### src/rtl/dtc_pkg.sv
// rtl/dtc_pkg.sv - shared types, widths and node field layout for the decision-tree walker
package dtc_pkg;

   typedef enum logic [1:0] {
      ST_IDLE = 2'd0,
      ST_WALK = 2'd1,
      ST_DONE = 2'd2
   } state_e;

   localparam int FEAT_LSB     = 0;
   localparam int LEAF_VAL_LSB = 0;

   function automatic int feat_w(input int in_w);
      return $clog2(in_w);
   endfunction

   // Leaf flag on top of whichever payload is wider: leaf value or feature+two children.
   function automatic int node_w(input int in_w, input int out_w, input int aw);
      int payload;
      payload = feat_w(in_w) + 2 * aw;
      return 1 + ((out_w > payload) ? out_w : payload);
   endfunction

   function automatic int child0_lsb(input int fw);
      return fw;
   endfunction

   function automatic int child1_lsb(input int fw, input int aw);
      return fw + aw;
   endfunction

endpackage

### src/rtl/dtc_node_ram.sv
// rtl/dtc_node_ram.sv - node table, one sync write port, one async read port
module dtc_node_ram
   import dtc_pkg::*;
#(
   parameter int              AW      = 4,
   parameter int              NODE_W  = 12,
   parameter int              OUT_W   = 8,
   parameter logic [OUT_W-1:0] DEF_OUT = '0
) (
   input  logic              clk,
   input  logic              rst,
   input  logic              we,
   input  logic [AW-1:0]     waddr,
   input  logic [NODE_W-1:0] wdata,
   input  logic [AW-1:0]     raddr,
   output logic [NODE_W-1:0] rdata
);

   localparam int DEPTH = 1 << AW;
   localparam logic [NODE_W-1:0] LEAF_RST =
      {1'b1, (NODE_W-1)'(DEF_OUT) << LEAF_VAL_LSB};

   logic [NODE_W-1:0] mem_q [DEPTH];

   // Reset wins over a coincident write so the table always comes up as DEF_OUT leaves.
   always_ff @(posedge clk) begin
      if (rst) begin
         for (int i = 0; i < DEPTH; i++) begin
            mem_q[i] <= LEAF_RST;
         end
      end else if (we) begin
         mem_q[waddr] <= wdata;
      end
   end

   assign rdata = mem_q[raddr];

endmodule

### src/rtl/dtc_walker.sv
// rtl/dtc_walker.sv - decision-tree walker: one node per cycle from root to leaf, step-guarded
module dtc_walker
   import dtc_pkg::*;
#(
   parameter int               IN_W      = 8,
   parameter int               OUT_W     = 8,
   parameter int               AW        = 4,
   parameter int               MAX_STEPS = 2 ** AW,
   parameter logic [OUT_W-1:0] DEF_OUT   = '0,
   localparam int              FW        = feat_w(IN_W),
   localparam int              NODE_W    = node_w(IN_W, OUT_W, AW)
) (
   input  logic              clk,
   input  logic              rst,
   input  logic [IN_W-1:0]   inp,
   input  logic              in_valid,
   output logic              in_ready,
   output logic [OUT_W-1:0]  outp,
   output logic              out_err,
   output logic              out_valid,
   input  logic              out_ready,
   input  logic              cfg_we,
   input  logic [AW-1:0]     cfg_addr,
   input  logic [NODE_W-1:0] cfg_wdata,
   output logic              cfg_ready
);

   localparam int SW = (MAX_STEPS > 1) ? $clog2(MAX_STEPS) : 1;
   localparam logic [SW-1:0] STEP_LAST = SW'(MAX_STEPS - 1);
   localparam int XW = 1 << FW;
   localparam int C0 = child0_lsb(FW);
   localparam int C1 = child1_lsb(FW, AW);

   state_e            state_q, state_d;
   logic [IN_W-1:0]   inp_q, inp_d;
   logic [AW-1:0]     addr_q, addr_d;
   logic [SW-1:0]     step_q, step_d;
   logic [OUT_W-1:0]  outp_q, outp_d;
   logic              err_q, err_d;

   logic [NODE_W-1:0] node;
   logic              node_leaf;
   logic [FW-1:0]     node_feat;
   logic [AW-1:0]     node_c0, node_c1;
   logic [XW-1:0]     inp_x;
   logic              test_bit;
   logic              guard_hit;
   logic              idle;

   assign idle = (state_q == ST_IDLE);

   dtc_node_ram #(
      .AW      (AW),
      .NODE_W  (NODE_W),
      .OUT_W   (OUT_W),
      .DEF_OUT (DEF_OUT)
   ) u_ram (
      .clk   (clk),
      .rst   (rst),
      .we    (cfg_we & idle),
      .waddr (cfg_addr),
      .wdata (cfg_wdata),
      .raddr (addr_q),
      .rdata (node)
   );

   assign node_leaf = node[NODE_W-1];
   assign node_feat = node[FEAT_LSB +: FW];
   assign node_c0   = node[C0 +: AW];
   assign node_c1   = node[C1 +: AW];

   // Zero-extending to a power of two makes out-of-range feature indices read as 0.
   assign inp_x     = XW'(inp_q);
   assign test_bit  = inp_x[node_feat];
   assign guard_hit = !node_leaf && (step_q == STEP_LAST);

   always_ff @(posedge clk) begin
      if (rst) begin
         state_q <= ST_IDLE;
         inp_q   <= '0;
         addr_q  <= '0;
         step_q  <= '0;
         outp_q  <= DEF_OUT;
         err_q   <= 1'b0;
      end else begin
         state_q <= state_d;
         inp_q   <= inp_d;
         addr_q  <= addr_d;
         step_q  <= step_d;
         outp_q  <= outp_d;
         err_q   <= err_d;
      end
   end

   always_comb begin
      state_d = state_q;
      case (state_q)
         ST_IDLE: if (in_valid)                 state_d = ST_WALK;
         ST_WALK: if (node_leaf || guard_hit)   state_d = ST_DONE;
         ST_DONE: if (out_ready)                state_d = ST_IDLE;
         default:                               state_d = ST_IDLE;
      endcase
   end

   always_comb begin
      inp_d  = inp_q;
      addr_d = addr_q;
      step_d = step_q;
      outp_d = outp_q;
      err_d  = err_q;
      case (state_q)
         ST_IDLE: begin
            if (in_valid) begin
               inp_d  = inp;
               addr_d = '0;
               step_d = '0;
            end
         end
         ST_WALK: begin
            if (node_leaf) begin
               outp_d = node[LEAF_VAL_LSB +: OUT_W];
               err_d  = 1'b0;
            end else if (guard_hit) begin
               outp_d = DEF_OUT;
               err_d  = 1'b1;
            end else begin
               addr_d = test_bit ? node_c1 : node_c0;
               step_d = step_q + 1'b1;
            end
         end
         default: ;
      endcase
   end

   always_comb begin
      in_ready  = idle;
      cfg_ready = idle;
      out_valid = (state_q == ST_DONE);
      outp      = outp_q;
      out_err   = err_q;
   end

endmodule

### config.mk
export PLATFORM = sky130hd
export DESIGN_NAME = dtc_walker
export DESIGN_NICKNAME = d
export VERILOG_FILES = /design/src/rtl/dtc_pkg.sv /design/src/rtl/dtc_node_ram.sv /design/src/rtl/dtc_walker.sv
export SDC_FILE = /design/constraint.sdc
export NUM_CORES = 1
export LEC_CHECK = 0
export ABC_AREA = 1
export CAP_MARGIN = 20
export CORE_ASPECT_RATIO = 0.8
export CORE_UTILIZATION = 61
export DETAILED_ROUTE_END_ITERATION = 12
export PLACE_DENSITY_LB_ADDON = 0.15
export SYNTH_ARGS = -nofsm -noshare
export SYNTH_HDL_FRONTEND = slang
export SYNTH_SLANG_ARGS = --single-unit
### constraint.sdc
create_clock -name clk -period 2.6 [get_ports clk]
set_clock_uncertainty 0.05 [all_clocks]
set_input_delay 0.52 -clock clk [delete_from_list [all_inputs] [get_ports clk]]
set_output_delay 0.52 -clock clk [all_outputs]
set_load 0.02 [all_outputs]
==> results.yml <==
outcome:
  status: "finished, final reports clean"
synthesis:
  ys_seq_area_share_pct: 63.8
  synth.distinct_cells: 30
  avgSynthCellArea_sq_um: 9.86
  synth_nets: 1045
  synth_top_area_share_pct: 57.6
  yosys_warnings: 0
  syn-instance-count: 1015
  yosysTopAreaCell: "edfxtp_1"
  synth_area_leaders: "edfxtp_1 58%, nor2_1 11%, dfxtp_1 6.2%"
  ys_ff_latch: 223
  syn_area_sq_mm: 0.0100
clocking:
  path_clk_slew_ns: 0.06
  cts_setup_buffers: 0
  h-tree-depth: 1
  ctsHoldBuffers: 0
  cts_buffer_depth: 3
  clock-sinks: 223
  cts_tree: "done"
  clock_latency_ns: 0.51
  cts-resized-gates: 0
  numCtsBuffers: 22
  root_buffer: "clkbuf_16"
timing:
  drv_slew: 0
  period_share_pct: 92.7
  hold_slack_ns: 0.413
  relSlewSlack_pct: 51.5
  final_hold_viol_count: 0
  max_slew.worst_pin.slew_ns: 0.727
  rsz0062_at_grt: "false"
  min_period_ns: 2.41
  finalSetupTns_ns: 0
  setup_violations: 0
  fmax_mhz: 415
global_route:
  grt_util_all_layers_pct: 30.7
  first_global_vias: 7120
  grt_max_degree: 84
  antenna_found_initial: 0
  grt_pass1_wl_mm: 39.2
  overflow: 0
final_layout:
  mostFrequentLayoutCells: "288 x nor2_1, 192 x edfxtp_1, 142 x nand2_1"
  layout-drive-gt1-share_pct: 11.0
  multi_input_area_sq_mm: 0.00295
  layout.cells.most_common: "nor2_1"
  fin_util_pct: 73.0
  area_growth_pct: 16.0
  nets: 1108
  final-seq-area_sq_mm: 0.00639
  antennaDiodeCount: 0
  fillers: 1131
drt:
  routed_wirelength_mm: 25.2
  vias: 7702
  ant_nets: 0
  drc: 0
  dr.pass1.iters: 6
  detail_route.iter0.violations: 1134
  via_per_inst: 5.89
  wl_per_cell_microns: 19.3
critical_path:
  r2r-end: "addr_q[3]"
  worstSetupPathType: "reg2reg"
  critical_path.endpoint: "addr_q[3]"
  end_kind: "flop"
  cp.required_ns: 2.97
  critPathMaxFanout: 21
  start_kind: "flop"
  reg2reg_slack_ns: 0.19
  cp_data_arrival_time_ns: 2.78
  r2r_cells: 12
flow_run:
  maxCapViolations: 0
power_and_ir_drop:
  ir_drop_uv: 515
  p_int_w: 0.00594
  powerDensity_mw_per_mm2: 657
  power_leakage_nw: 4.49
  combPwrFrac_pct: 6.4
  switching_share_pct: 22.1
  clkPwrFrac_pct: 40.5
  seq_power_share_pct: 53.1
  p_sw_w: 0.00168
floorplan:
  dieArea_sq_mm: 0.0169
  rows: 41
  boundaryPins: 41
  initial_core_util_pct: 62.9
  die_y_microns: 117
  design.core.area_sq_mm: 0.0159
  die_w_microns: 145
place:
  hpwlAfterDp_mm: 16.4
  io_buffers: 40
  place.gp.congestion: 0.843
worst_hold_path:
  hp-class: "reg2reg"
[worst min-delay path by stage]
stage	endpoint	startpoint	slack [ns]	depth (start not counted)
2_1_floorplan	flop	addr_q[0]	0.39	2
3_3_place_gp	outp[3]	outp[3]	0.40	2
3_5_place_dp	outp[5]	outp[5]	0.41	2
4_1_cts	outp[5]	outp[5]	0.41	2
5_1_grt	outp[7]	outp[7]	0.44	2
6_report	outp[3]	outp[3]	0.41	2
[stage by stage]
step	total power (W)	cell area (sq um)	std cells	setup slack [ns]
6_report	0.00762	11600	1307	0.191
5_1_grt	0.00781	11600	1307	0.0318
4_1_cts	0.00761	11600	1307	0.133
3_5_place_dp	0.00460	10900	1269	0.0597
3_3_place_gp	0.00459	10900	1269	0.0973
2_1_floorplan	0.00436	10000	1015	0.376
[critical path: stages (launching register included)]
cell	delay [ns]
dfxtp_1	0.35
inv_2	0.37
buf_4	0.25
nand2_1	0.08
nand3_1	0.13
nand3_1	0.18
nand2_2	0.18
clkinv_1	0.12
nand3_2	0.08
nand3_2	0.13
nand3_1	0.11
nand3_1	0.07
a21oi_1	0.20
[per-layer routing]
| layer | up-vias | track usage (%) | wire, microns |
|---|---|---|---|
| li1 | 3541 | - | - |
| met4 | 0 | 10.5 | 657 |
| met1 | 3632 | 45.2 | 10500 |
| met3 | 52 | 4.84 | 2990 |
| met2 | 477 | 47.0 | 11000 |
| met5 | - | 0 | 0 |
[power by group through the flow]
stage	Clock [W]	Combinational [W]	Sequential [W]
floorplan	0	0.000243	0.00411
global placement	0	0.000471	0.00412
detailed placement	0	0.000481	0.00412
CTS	0.00307	0.000484	0.00405
global route	0.00322	0.000528	0.00406
finish	0.00308	0.000489	0.00405
[cells in the mapped netlist (all sizes together)]
cell type  number
nor2          290
edfxtp        192
nand2         146
o21ai          72
inv            66
nand3          52
a21oi          40
clkbuf         39
buf            31
dfxtp          31
o221ai         16
o211ai         15
a221o           7
o22ai           6
clkinv          4
a32o            3
a221oi          1
a22o            1
ha              1
nor3            1
xor2            1
[area by class of cell]
| type | instances | share of cell area [%] |
|---|---|---|
| clock buffers | 31 | 5.68 |
| repair buffers | 109 | 8.89 |
| flip-flops and latches | 223 | 55.1 |
| clock inverters | 7 | 0.280 |
| well taps | 215 | 2.32 |
| multi-input cells | 652 | 25.5 |
| inverters | 70 | 2.32 |
[kinds of logic (layout without fill, tap and decap cells)]
family                     after synthesis  count (layout)  synth area share (%)
and+or+nand+nor                        489             489                  19.6
adders and majority gates                1               1                 0.125
xor gates and xnor gates                 1               1                0.0876
AOI/OAI and AO/OA                      161             161                  9.68
DFF                                    223             223                  63.8
buffers and inverters                  140             217                  6.64
[flip-flops by register name, indices dropped and copies added, names as in the netlist, named ones only]
name,count
addr_q,4
inp_q,8
out_err,1
outp,8
state_q,2
step_q,4
u_ram.mem_q,192
Note: power is estimated with default switching activity, not from simulation.
